`config.mk`:
```
export PLATFORM = sky130hd
export DESIGN_NAME = aux_port_arbiter
export DESIGN_NICKNAME = d
export VERILOG_FILES = /design/src/rtl/aux_port_arbiter.sv
export SDC_FILE = /design/constraint.sdc
export NUM_CORES = 1
export LEC_CHECK = 0
export ABC_AREA = 1
export CAP_MARGIN = 10
export CELL_PAD_IN_SITES_DETAIL_PLACEMENT = 1
export CELL_PAD_IN_SITES_GLOBAL_PLACEMENT = 2
export CORE_MARGIN = 2
export CORE_UTILIZATION = 25
export CTS_BUF_LIST = sky130_fd_sc_hd__clkbuf_8
export DETAILED_ROUTE_END_ITERATION = 6
export PLACE_DENSITY = 0.81
export SLEW_MARGIN = 30
export SYNTH_ARGS = -nofsm -noshare
export SYNTH_HDL_FRONTEND = slang
export SYNTH_SLANG_ARGS = --single-unit
```
`constraint.sdc`:
```
create_clock -name clk -period 2.1 [get_ports clk]
set_clock_uncertainty 0.2 [all_clocks]
set_input_delay 0.63 -clock clk [delete_from_list [all_inputs] [get_ports clk]]
set_output_delay 0.63 -clock clk [all_outputs]
set_load 0.1 [all_outputs]
```
`src/rtl/aux_port_arbiter.sv`:
```
// aux_port_arbiter: round-robin share of the SDRAM controller's aux (tape) port
// between three level-request clients, with read-data return and timeout abort.
module aux_port_arbiter #(
    parameter int TIMEOUT = 64
) (
    input  logic        clk,
    input  logic        reset_n,
    input  logic        c0_req,
    input  logic        c0_we,
    input  logic [22:0] c0_addr,
    input  logic [7:0]  c0_din,
    output logic [7:0]  c0_dout,
    output logic        c0_ack,
    output logic        c0_err,
    input  logic        c1_req,
    input  logic        c1_we,
    input  logic [22:0] c1_addr,
    input  logic [7:0]  c1_din,
    output logic [7:0]  c1_dout,
    output logic        c1_ack,
    output logic        c1_err,
    input  logic        c2_req,
    input  logic        c2_we,
    input  logic [22:0] c2_addr,
    input  logic [7:0]  c2_din,
    output logic [7:0]  c2_dout,
    output logic        c2_ack,
    output logic        c2_err,
    output logic [22:0] tape_addr,
    output logic [7:0]  tape_din,
    output logic        tape_wr,
    output logic        tape_rd,
    input  logic [7:0]  tape_dout,
    input  logic        tape_ack
);
    typedef enum logic [1:0] {IDLE, WAIT, GAP} state_t;
    state_t      r_state;
    logic [1:0]  r_last, r_grant;
    logic        r_we, r_ack_prev, r_rd, r_wr;
    logic [7:0]  r_timer;
    logic [2:0]  r_gap;
    logic [22:0] r_addr;
    logic [7:0]  r_din;
    logic [7:0]  r_dout [3];
    logic [2:0]  r_ack, r_err;
    logic [2:0]  w_req, w_we;
    logic [22:0] w_addr [3];
    logic [7:0]  w_din [3];
    logic [1:0]  w_p0, w_p1, w_gnt;

    assign w_req     = {c2_req, c1_req, c0_req};
    assign w_we      = {c2_we, c1_we, c0_we};
    assign w_addr[0] = c0_addr;
    assign w_addr[1] = c1_addr;
    assign w_addr[2] = c2_addr;
    assign w_din[0]  = c0_din;
    assign w_din[1]  = c1_din;
    assign w_din[2]  = c2_din;

    // Candidates in priority order after the last grant; r_last itself is lowest.
    assign w_p0  = (r_last == 2'd2) ? 2'd0 : r_last + 2'd1;
    assign w_p1  = (w_p0 == 2'd2) ? 2'd0 : w_p0 + 2'd1;
    assign w_gnt = w_req[w_p0] ? w_p0 : w_req[w_p1] ? w_p1 : r_last;

    assign tape_addr = r_addr;
    assign tape_din  = r_din;
    assign tape_rd   = r_rd;
    assign tape_wr   = r_wr;
    assign c0_dout   = r_dout[0];
    assign c1_dout   = r_dout[1];
    assign c2_dout   = r_dout[2];
    assign {c2_ack, c1_ack, c0_ack} = r_ack;
    assign {c2_err, c1_err, c0_err} = r_err;

    always_ff @(posedge clk or negedge reset_n) begin
        if (!reset_n) begin
            r_state    <= IDLE;
            r_last     <= 2'd2;
            r_grant    <= 2'd0;
            r_we       <= 1'b0;
            r_ack_prev <= 1'b0;
            r_rd       <= 1'b0;
            r_wr       <= 1'b0;
            r_timer    <= '0;
            r_gap      <= '0;
            r_addr     <= '0;
            r_din      <= '0;
            r_dout     <= '{default: 8'hFF};
            r_ack      <= '0;
            r_err      <= '0;
        end else begin
            r_ack <= '0;
            r_err <= '0;
            case (r_state)
                IDLE: begin
                    r_ack_prev <= tape_ack;
                    if (|w_req) begin
                        r_grant <= w_gnt;
                        r_last  <= w_gnt;
                        r_we    <= w_we[w_gnt];
                        r_addr  <= w_addr[w_gnt];
                        r_din   <= w_din[w_gnt];
                        r_wr    <= w_we[w_gnt];
                        r_rd    <= !w_we[w_gnt];
                        r_timer <= '0;
                        r_state <= WAIT;
                    end
                end
                WAIT: begin
                    r_timer <= r_timer + 8'd1;
                    // A toggle in the final timer cycle still wins over the abort.
                    if (tape_ack != r_ack_prev) begin
                        r_rd           <= 1'b0;
                        r_wr           <= 1'b0;
                        r_ack_prev     <= tape_ack;
                        r_ack[r_grant] <= 1'b1;
                        if (!r_we) r_dout[r_grant] <= tape_dout;
                        r_state        <= IDLE;
                    end else if (r_timer == 8'(TIMEOUT - 1)) begin
                        r_rd           <= 1'b0;
                        r_wr           <= 1'b0;
                        r_err[r_grant] <= 1'b1;
                        r_gap          <= '0;
                        r_state        <= GAP;
                    end
                end
                default: begin
                    r_ack_prev <= tape_ack;
                    r_gap      <= r_gap + 3'd1;
                    if (r_gap == 3'd7) r_state <= IDLE;
                end
            endcase
        end
    end
endmodule

```
==> results of run 1 <==
## cell usage after synthesis
| library cell | instances |
|---|---|
| sky130_fd_sc_hd__nor2_2 | 1 |
| sky130_fd_sc_hd__dfstp_2 | 25 |
| sky130_fd_sc_hd__ha_1 | 3 |
| sky130_fd_sc_hd__o21ai_4 | 1 |
| sky130_fd_sc_hd__a21oi_2 | 10 |
| sky130_fd_sc_hd__buf_4 | 5 |
| sky130_fd_sc_hd__buf_6 | 15 |
| sky130_fd_sc_hd__dfrtp_1 | 56 |
| sky130_fd_sc_hd__nand2_4 | 3 |
| sky130_fd_sc_hd__nand2_2 | 6 |
| sky130_fd_sc_hd__or2_2 | 2 |
| sky130_fd_sc_hd__nor2_4 | 1 |
| sky130_fd_sc_hd__inv_4 | 2 |
| sky130_fd_sc_hd__buf_2 | 7 |
| sky130_fd_sc_hd__clkbuf_1 | 1 |
| sky130_fd_sc_hd__nor2_8 | 1 |
| sky130_fd_sc_hd__o21ai_2 | 8 |
| sky130_fd_sc_hd__inv_2 | 5 |
| sky130_fd_sc_hd__nand4_1 | 3 |
| sky130_fd_sc_hd__o211ai_1 | 1 |
| sky130_fd_sc_hd__nor2_1 | 37 |
| sky130_fd_sc_hd__o21ai_1 | 16 |
| sky130_fd_sc_hd__inv_1 | 56 |
| sky130_fd_sc_hd__a21oi_1 | 10 |
| sky130_fd_sc_hd__nand3_1 | 106 |
| sky130_fd_sc_hd__nand2_1 | 179 |
| sky130_fd_sc_hd__o21ai_0 | 8 |
| sky130_fd_sc_hd__nor3_4 | 1 |
| sky130_fd_sc_hd__nand3_2 | 1 |
## through the flow
stage                     cell area [um2]   util  setup TNS [ns]  power, W
after floorplan                      4440      -               0   0.00945
after global placement               7220  0.416          -18.43    0.0132
after detailed placement             7220  0.416          -20.74    0.0134
after CTS                            7440  0.429               0    0.0147
after global routing                 7510  0.433               0    0.0154
final                                7510  0.433               0    0.0146
## final timing paths
check	from	endpoint	slack (ns)	depth (start not counted)
worst min-delay path	r_gap[2]	r_gap[2]	0.29	2
worst max-delay path	c2_req	tape_addr[6]	0.13	11
min in group asynchronous	reset_n	r_ack_prev	0.42	2
max in group asynchronous	reset_n	tape_addr[9]	0.70	3
worst min register to register	r_gap[2]	r_gap[2]	0.29	2
worst max register to register	r_last[1]	tape_addr[22]	0.22	8
## tightest hold or removal path, delay by kind of cell (launching register included)
family,cells,cell delay [ns]
DFF,1,0.36
and+or+nand+nor,2,0.11
## layer usage
layer | GRT usage | share of wire | vias up
met5 | 0 | 0 | -
met4 | 0.0424 | 0.012 | 0
li1 | - | - | 2178
met3 | 0.0416 | 0.057 | 15
met2 | 0.280 | 0.51 | 122
met1 | 0.208 | 0.42 | 2088
## logic make-up after synthesis
family                     count (synthesis)
AOI/OAI and AO/OA                         54
adders and majority gates                  3
DFF                                       81
buffers and inverters                     91
and+or+nand+nor                          341
## power breakdown
| part | internal, W | total, W | switching, W |
|---|---|---|---|
| Clock | 0.000575 | 0.00123 | 0.000653 |
| Combinational | 0.00373 | 0.0103 | 0.00655 |
| Sequential | 0.00240 | 0.00314 | 0.000740 |
| Total | 0.00670 | 0.0146 | 0.00794 |
## flip-flops by register name (all words and copies together), names as in the netlist
name,flops
r_grant,1
r_gap,3
r_state,2
r_last,2
c2_dout,8
c1_dout,8
r_timer,8
tape_rd,1
r_ack_prev,1
tape_din,8
r_err,3
tape_addr,23
tape_wr,1
r_we,1
r_ack,3
c0_dout,8
## layout by cell type (no fill, tap or decap), drive strengths merged, types with 2 or more instances in the layout
| cell type | n |
|---|---|
| a21oi | 20 |
| clkdlybuf4s50 | 107 |
| nand3 | 107 |
| nand4 | 3 |
| inv | 67 |
| o21ai | 33 |
| clkbuf | 9 |
| nor2 | 40 |
| nand2 | 188 |
| dfrtp | 56 |
| dfstp | 25 |
| clkinv | 2 |
| buf | 92 |
| or2 | 2 |
| ha | 3 |
## what timing repair did
action | CTS | global route
resized for setup | 1 | 13
setup buffers | 0 | 1
endpoints found under the hold margin | 7 | 0
hold buffers | 1 | 0
endpoints found under the setup margin | 3 | 40
pin swaps | 1 | 4
## cell type report
cell class | count | share of cell area
Clock buffer | 9 | 0.0165
Clock inverter | 7 | 0.0113
Inverter | 63 | 0.0325
Multi-Input combinational cell | 398 | 0.258
Sequential cell | 81 | 0.274
Tap cell | 225 | 0.0375
Timing Repair Buffer | 201 | 0.370
==> parameters.txt, run 1 <==
Parameter                              Value

Outcome
  Run status ... completed

Global route
  Number of global-route vias before repair ... 4715
  Initial antenna violation count ... 0
  Leftover overflow at the end of global routing ... 0
  GRT Util Overall ... 0.165
  Maximum number of pins on one net before global-route repair ... 49
  Global-route wire length before repair ... 24.3 mm

Placed design
  Estimated wirelength of the detail-placed design ... 11.7 mm
  Inst Count DP ... between 900 and 1000
  Number of I/O port buffers ... around 170
  Pre-CTS setup slack ... -0.410 ns
  Placer's final routability congestion estimate ... 0.816

Clock tree
  Maximum clock path buffer count ... 2
  Skew-Pair Late Insertion Delay ... 0.36 ns
  Clock transition at the register clock pins on the worst setup and hold paths after CTS ... 0.10 ns
  Sinks on Clock Net ... 81
  Number of CTS-inserted buffers ... 9
  Root buffer cell ... sky130_fd_sc_hd__clkbuf_8
  H-tree levels ... 3
  CTS tree ... done

Synthesis
  Synthesized netlist net count ... 683
  Main combinational cell family by area after synthesis ... simple AND/OR/NAND/NOR gates
  Arithmetic-cell share of the synthesized area counting full adders, half adders and majority gates ... 0.00845
  Most area-hungry cell type in the Yosys netlist ... sky130_fd_sc_hd__dfrtp_1
  Share of the synthesized area in the top cell type ... 0.315
  Number of instances in the synthesized netlist ... 570
  Parity-gate share of the synthesized area counting xor and xnor cells ... 0
  Post-synthesis compound-gate area fraction ... 0.0792
  Top post-synthesis cells by area ... sky130_fd_sc_hd__dfrtp_1 32%, sky130_fd_sc_hd__nand2_1 15%, sky130_fd_sc_hd__dfstp_2 15%, sky130_fd_sc_hd__nand3_1 12%, sky130_fd_sc_hd__inv_1 4.7%
  Post-synthesis simple-gate area fraction ... 0.339
  Post-synthesis area per instance ... just under 8 um2
  Netlist cell types ... 29
  Post-Synthesis Cell Area ... approximately 4400 um2
  Flip-flop and latch count after synthesis ... 81
  Fraction of synthesized area in multiplexers ... 0
  Count of yosys warnings during synthesis ... 0
  Sequential fraction of the synthesis area ... 0.463

Drt
  Length of the first detailed-routing pass in iterations ... 4
  Count of unresolved DRC violations after routing ... 0
  1st-iter DRT viols ... 186
  Antenna violation net count after detailed routing ... 0
  Number of vias in the routed layout ... roughly 4400
  DR WL/cell ... ~15 um
  Total length of routed wires ... 14.9 mm
  Post-DR vias/cell ... 4.47

Floorplanning
  Die height ... 137 um
  Row Count ... 48
  Area of the placeable core ... 17400 um2
  Die extent in x ... roughly 140 um
  Starting Density ... 0.256
  Number of top-level pins ... 173
  DIE AREA ... 18800 um2

Critical path
  Biggest fanout along the worst timing path ... 12
  Sort of element at the end of the critical path ... register
  Critical Path RT ... between 2 and 2.5 ns
  Critical path buffer and inverter count ... 3
  Slowest cell on the critical path ... sky130_fd_sc_hd__clkdlybuf4s50_1
  Largest stage delay, worst path ... between 0.4 and 0.5 ns
  Crit path launch type ... input pin
  Setup CP Type ... input pin to register
  Cell class contributing the biggest share of worst-path delay ... simple AND/OR/NAND/NOR gates
  Signal arrival time at the worst endpoint ... 2.03 ns
  Critical path cell sequence ... clkdlybuf4s50_1 -> nand3_1 -> nand2_2 -> nor2_1 -> nand2_1 -> nand2_4 -> nand2_4 -> inv_2 -> buf_12 -> nand2_1 -> nand3_1

Final layout
  Total of fill cells in the finished design ... 1976
  Layout cells sized above 1 ... 0.241
  Non-filler instance count after layout ... around 1000
  Area occupied by multi-input gates ... approximately 1900 um2
  Ant diodes ... 0
  Register area ... ~2000 um2
  Final Net Count ... 867
  Layout overhead on the synthesized area ... 69.0%

Timing
  Final worst slack ... 0.126 ns
  Fmax ... about 0.51 GHz
  Unrepaired setup endpoints after global routing ... no
  Pins Over Slew Limit ... 0
  Final-layout worst hold slack ... 0.294 ns
  # setup viols final ... 0
  Time the final worst path needs with I/O delays and setup ... 1.97 ns
  Fin crit share ... 0.940
  Hold Violations, Final ... 0
  Worst max-slew margin expressed relative to the limit ... 0.760
  Slew at the pin closest to its max-slew limit ... 0.359 ns

Pwr
  Worst vdd ir ... 1.30 mV
  P_leak ... approximately 3.6 nW
  Power per Cell Area ... approximately 2000 nW/um2

Hold path
  Class of the tightest hold or removal check ... register to register

Flow run
  Max Cap Violations ... 0
(Power assumes the default switching activity.)
==> inputs of run 2 (changes only) <==
Settings changed: CORE_UTILIZATION 25 to 36, DONT_BUFFER_PORTS set to 1, PLACE_DENSITY 0.81 to 0.79.
==> parameters.txt, run 2 (synthesis gave the netlist of run 1 again) <==
Parameter                              Value

Clock tree
  Clock transition at the register clock pins on the worst setup and hold paths after CTS ... 0.09 ns (about the same)
  Post-CTS setup buffer count ... 0 (unchanged)
  CTS tree ... done
  Maximum clock path buffer count ... 2 (unchanged)
  H-tree levels ... 3 (unchanged)
  Number of CTS-inserted buffers ... 9 (unchanged)
  Root buffer cell ... sky130_fd_sc_hd__clkbuf_8
  Sinks on Clock Net ... 81 (unchanged)
  Skew-Pair Late Insertion Delay ... 0.36 ns (about the same)

Final layout
  Final Net Count ... 715 (-18%)
  Final Instance Area ... 5060 um2 (-33%)
  Ant diodes ... 0 (unchanged)
  Layout cells sized above 1 ... 0.217 (-0.0236)
  Layout overhead on the synthesized area ... 14.0%
  Total of fill cells in the finished design ... 1493 (-24%)
  Flip-flop count of the largest register, all copies and words added ... 23 (unchanged)
  Area occupied by multi-input gates ... 1910 um2 (-1.7%)
  Commonest non-fill, non-tap cell in the layout ... sky130_fd_sc_hd__nand2_1
  Register area ... 2100 um2 (+2.0%)
  Non-filler instance count after layout ... 754 (-23%)
  Most used cells in the layout excluding fill and tap cells ... 179 x sky130_fd_sc_hd__nand2_1, 106 x sky130_fd_sc_hd__nand3_1, 56 x sky130_fd_sc_hd__inv_1, 56 x sky130_fd_sc_hd__dfrtp_1, 43 x sky130_fd_sc_hd__buf_4

Hold path
  Class of the tightest hold or removal check ... input pin to async pin

Timing
  Final-layout worst hold slack ... -0.240 ns (-0.534 ns)
  Slew at the pin closest to its max-slew limit ... 0.515 ns (+0.155 ns)
  # setup viols final ... 0 (unchanged)
  Worst max-slew margin expressed relative to the limit ... 0.657 (-0.104)
  Fmax ... 0.484 GHz (-4.4%)
  Time the final worst path needs with I/O delays and setup ... 2.06 ns (+0.0904 ns)
  Pins Over Slew Limit ... 0 (unchanged)
  Fin crit share ... 0.983 (+0.0431)
  Hold Violations, Final ... 81 (+81)

Critical path
  Flop2flop setup slack ... 0.12 ns (-0.10 ns)
  WP depth ... 0 (-11)
  Crit path launch type ... register
  Critical Path RT ... 1.27 ns (-0.89 ns)
  Depth of the most critical reg-to-reg path ... 10 (+2)
  Setup CP Type ... register to output pin
  FF-to-FF Start ... r_last[1]
  Endpoint of the worst register-to-register path ... r_we
  Biggest fanout along the worst timing path ... 2 (-10)
  Sort of element at the end of the critical path ... output pin
  Signal arrival time at the worst endpoint ... 1.23 ns (-0.80 ns)

Placed design
  Inst Count DP ... 738 (-24%)
  Area after detailed placement ... 4820 um2 (-33%)
  Placer's final routability congestion estimate ... 0.818 (+0.21%)
  Estimated wirelength of the detail-placed design ... 9.28 mm (-21%)
  Number of I/O port buffers ... 0 (-100%)

Drt
  Antenna violation net count after detailed routing ... 0 (unchanged)
  Total length of routed wires ... 12.7 mm (-15%)
  1st-iter DRT viols ... 191 (+2.7%)
  Length of the first detailed-routing pass in iterations ... 5 (+1)
  Number of vias in the routed layout ... 3886 (-12%)
  Count of unresolved DRC violations after routing ... 0 (unchanged)
  DR WL/cell ... 16.9 um (+11%)
  Post-DR vias/cell ... 5.15 (+15%)

Flow run
  Max Cap Violations ... 0 (unchanged)

Floorplanning
  Area of the placeable core ... 12000 um2 (-31%)
  Die extent in x ... 115 um (-16%)
  Die height ... 115 um (-16%)
  Starting Density ... 0.370 (+0.114)
  Row Count ... 40 (-17%)
  DIE AREA ... 13200 um2 (-30%)
  Number of top-level pins ... 173 (unchanged)

Global route
  Number of global-route vias before repair ... 4106 (-13%)
  Leftover overflow at the end of global routing ... 0 (unchanged)
  Met2 Usage GRT ... 0.344 (+0.0640)
  Global routing met1 resource utilization ... 0.237 (+0.0296)
  Global-route wire length before repair ... 20.4 mm (-16%)
  GR Layer Usage met3 ... 0.0522 (+0.0106)
  Initial antenna violation count ... 0 (unchanged)
  Maximum number of pins on one net before global-route repair ... 82 (+67%)
  Most crowded layer after global routing ... met2
  GRT Util Overall ... 0.197 (+0.0320)

Outcome
  Violated checks ... negative hold slack
  Run status ... finished, violations left
[run 2: changes by cell type in the layout (fill, tap and decap cells not counted), moves of 3 or more]
cell and change:
sky130_fd_sc_hd__dfstp_4 +11, sky130_fd_sc_hd__clkdlybuf4s50_1 -107, sky130_fd_sc_hd__a21oi_2 -3, sky130_fd_sc_hd__a21oi_1 +3
sky130_fd_sc_hd__buf_4 +31, sky130_fd_sc_hd__dfstp_2 -11, sky130_fd_sc_hd__buf_12 -73
[run 2: how the worst max path moves through the flow]
stage               start             to  slack, ns
2_1_floorplan    tape_ack       r_gap[0]       0.34
3_3_place_gp       c0_req  tape_addr[14]       0.17
3_5_place_dp       c0_req  tape_addr[19]       0.09
4_1_cts        c0_dout[4]     c0_dout[4]      0.002
5_1_grt         r_last[1]        tape_wr     -0.002
6_report       c1_dout[1]     c1_dout[1]       0.04
[run 2: per-stage QoR]
step	setup WS (ns)	setup TNS [ns]	hold slack, ns	utilization
floorplan	0.336	0	0.134	-
global placement	0.167	0	0.138	0.402
detailed placement	0.0871	0	0.137	0.402
CTS	0.00213	0	-0.264	0.417
global route	-0.00168	-0.00168	-0.269	0.422
finish	0.0351	0	-0.240	0.422
[run 2: layout make-up]
type / instances / share of cell area
inverters: 63 / 0.0482
flip-flops and latches: 81 / 0.415
clock buffers: 10 / 0.0272
well taps: 147 / 0.0363
multi-input cells: 398 / 0.377
clock inverters: 6 / 0.00964
repair buffers: 49 / 0.0875
[run 2: per-layer routing]
metal | wire length, um | up-vias
li1 | - | 1873
met1 | 5400 | 1895
met2 | 6380 | 109
met3 | 800 | 9
met4 | 142 | 0
met5 | 0 | -
[run 2: what timing repair did]
| action | CTS | global route |
|---|---|---|
| setup endpoints to repair | 0 | 38 |
| endpoints found under the hold margin | 81 | 81 |
| resized for setup | 0 | 15 |
Power of run 2 is left out: the tool's default activity adds up to more than one toggle a clock period on the data nets, which glitch-free logic cannot reach.
==> inputs of run 3 (changes only) <==
Settings changed: REMOVE_ABC_BUFFERS set to 1.
==> parameters.txt, run 3 (synthesis gave the netlist of run 1 again) <==
Parameter                              Value

Outcome
  Run status ... finished, violations left
  Violated checks ... negative hold slack

Placed design
  Inst Count DP ... 741 (+0.41%)
  Number of I/O port buffers ... 0 (unchanged)
  Placer's final routability congestion estimate ... 0.787 (-3.9%)
  Estimated wirelength of the detail-placed design ... 9.07 mm (-2.2%)

Critical path
  Critical Path RT ... 1.27 ns (about the same)
  Biggest fanout along the worst timing path ... 2 (unchanged)
  Crit path launch type ... register
  Setup CP Type ... register to output pin
  Signal arrival time at the worst endpoint ... 1.24 ns (about the same)
  Sort of element at the end of the critical path ... output pin

Clock tree
  Skew-Pair Late Insertion Delay ... 0.37 ns (about the same)
  Root buffer cell ... sky130_fd_sc_hd__clkbuf_8
  Sinks on Clock Net ... 81 (unchanged)
  CTS tree ... done
  Clock transition at the register clock pins on the worst setup and hold paths after CTS ... 0.09 ns (about the same)
  Post-CTS setup buffer count ... 0 (unchanged)
  H-tree levels ... 3 (unchanged)
  Number of CTS-inserted buffers ... 9 (unchanged)
  Maximum clock path buffer count ... 2 (unchanged)

Hold path
  Class of the tightest hold or removal check ... input pin to async pin

Timing
  Fin crit share ... 0.986 (+0.00273)
  Worst max-slew margin expressed relative to the limit ... 0.659 (+0.00258)
  Time the final worst path needs with I/O delays and setup ... 2.07 ns (+0.00573 ns)
  Unrepaired setup endpoints after global routing ... no
  Final-layout worst hold slack ... -0.254 ns (-0.0139 ns)
  Fmax ... 0.483 GHz (-0.28%)
  Slew at the pin closest to its max-slew limit ... 0.511 ns (-0.00387 ns)
  # setup viols final ... 0 (unchanged)
  Hold Violations, Final ... 81 (unchanged)
  Pins Over Slew Limit ... 0 (unchanged)

Floorplanning
  Area of the placeable core ... 12000 um2 (unchanged)
  DIE AREA ... 13200 um2 (unchanged)
  Row Count ... 40 (unchanged)
  Die extent in x ... 115 um (unchanged)
  Die height ... 115 um (unchanged)
  Starting Density ... 0.370 (unchanged)
  Number of top-level pins ... 173 (unchanged)

Final layout
  Commonest non-fill, non-tap cell in the layout ... sky130_fd_sc_hd__nand2_1
  Layout overhead on the synthesized area ... 13.9%
  Flip-flop count of the largest register, all copies and words added ... 23 (unchanged)
  Register area ... 2120 um2 (+0.89%)
  Layout cells sized above 1 ... 0.221 (+0.00385)
  Most used cells in the layout excluding fill and tap cells ... 179 x sky130_fd_sc_hd__nand2_1, 106 x sky130_fd_sc_hd__nand3_1, 56 x sky130_fd_sc_hd__inv_1, 56 x sky130_fd_sc_hd__dfrtp_1, 49 x sky130_fd_sc_hd__buf_4
  Non-filler instance count after layout ... 757 (+0.40%)
  Total of fill cells in the finished design ... 1525 (+2.1%)
  Final Net Count ... 718 (+0.42%)
  Area occupied by multi-input gates ... 1900 um2 (-0.52%)
  Ant diodes ... 0 (unchanged)

Global route
  Global-route wire length before repair ... 19.8 mm (-2.7%)
  Leftover overflow at the end of global routing ... 0 (unchanged)
  Number of global-route vias before repair ... 4005 (-2.5%)
  Initial antenna violation count ... 0 (unchanged)
  Maximum number of pins on one net before global-route repair ... 82 (unchanged)
  GRT Util Overall ... 0.193 (-0.00359)

Drt
  Number of vias in the routed layout ... 3821 (-1.7%)
  Length of the first detailed-routing pass in iterations ... 4 (-1)
  Total length of routed wires ... 12.5 mm (-2.1%)
  1st-iter DRT viols ... 135 (-29%)
  Antenna violation net count after detailed routing ... 0 (unchanged)
  Post-DR vias/cell ... 5.05 (-2.1%)
  Count of unresolved DRC violations after routing ... 0 (unchanged)
  DR WL/cell ... 16.4 um (-2.5%)

Flow run
  Max Cap Violations ... 0 (unchanged)
-- run 3: final cells by class --
class,instances,share of cell area
repair buffers,52,0.0846
clock inverters,6,0.00965
flip-flops and latches,81,0.419
multi-input cells,398,0.375
clock buffers,10,0.0272
inverters,63,0.0482
well taps,147,0.0364
-- run 3: path summary, 6_finish.rpt --
check                                 from             to  slack (ns)  cells after the start
max in group asynchronous          reset_n     c0_dout[4]        1.74                      0
min in group clk                  tape_ack     r_ack_prev        0.08                      0
worst max-delay path            c2_dout[2]     c2_dout[2]        0.03                      0
worst max register to register   r_last[1]  tape_addr[15]        0.20                      9
worst min register to register  r_state[0]     r_state[0]        0.30                      2
worst min-delay path               reset_n     r_state[0]       -0.25                      0
-- run 3: per-stage QoR --
stage	TNS (ns)	setup WS, ns	util	cell area, um2
finish	0	0.0294	0.421	5060
global placement	0	0.152	0.400	4810
detailed placement	0	0.0784	0.400	4810
CTS	0	0.000459	0.418	5020
floorplan	-7.12	-0.259	-	4200
global route	0	0.000246	0.421	5060
-- run 3: repair_timing --
item | CTS | global route
hold endpoints to repair | 81 | 81
endpoints found under the setup margin | 8 | 28
resized for setup | 8 | 10
-- run 3: routing by layer --
metal  share of wire  global-route usage  vias up
met5               0                   0        -
met1            0.43               0.236     1804
li1                -                   -     1883
met3           0.078              0.0617       14
met4           0.017              0.0835        0
met2            0.48               0.315      120
Power of run 3 is left out for the same reason.
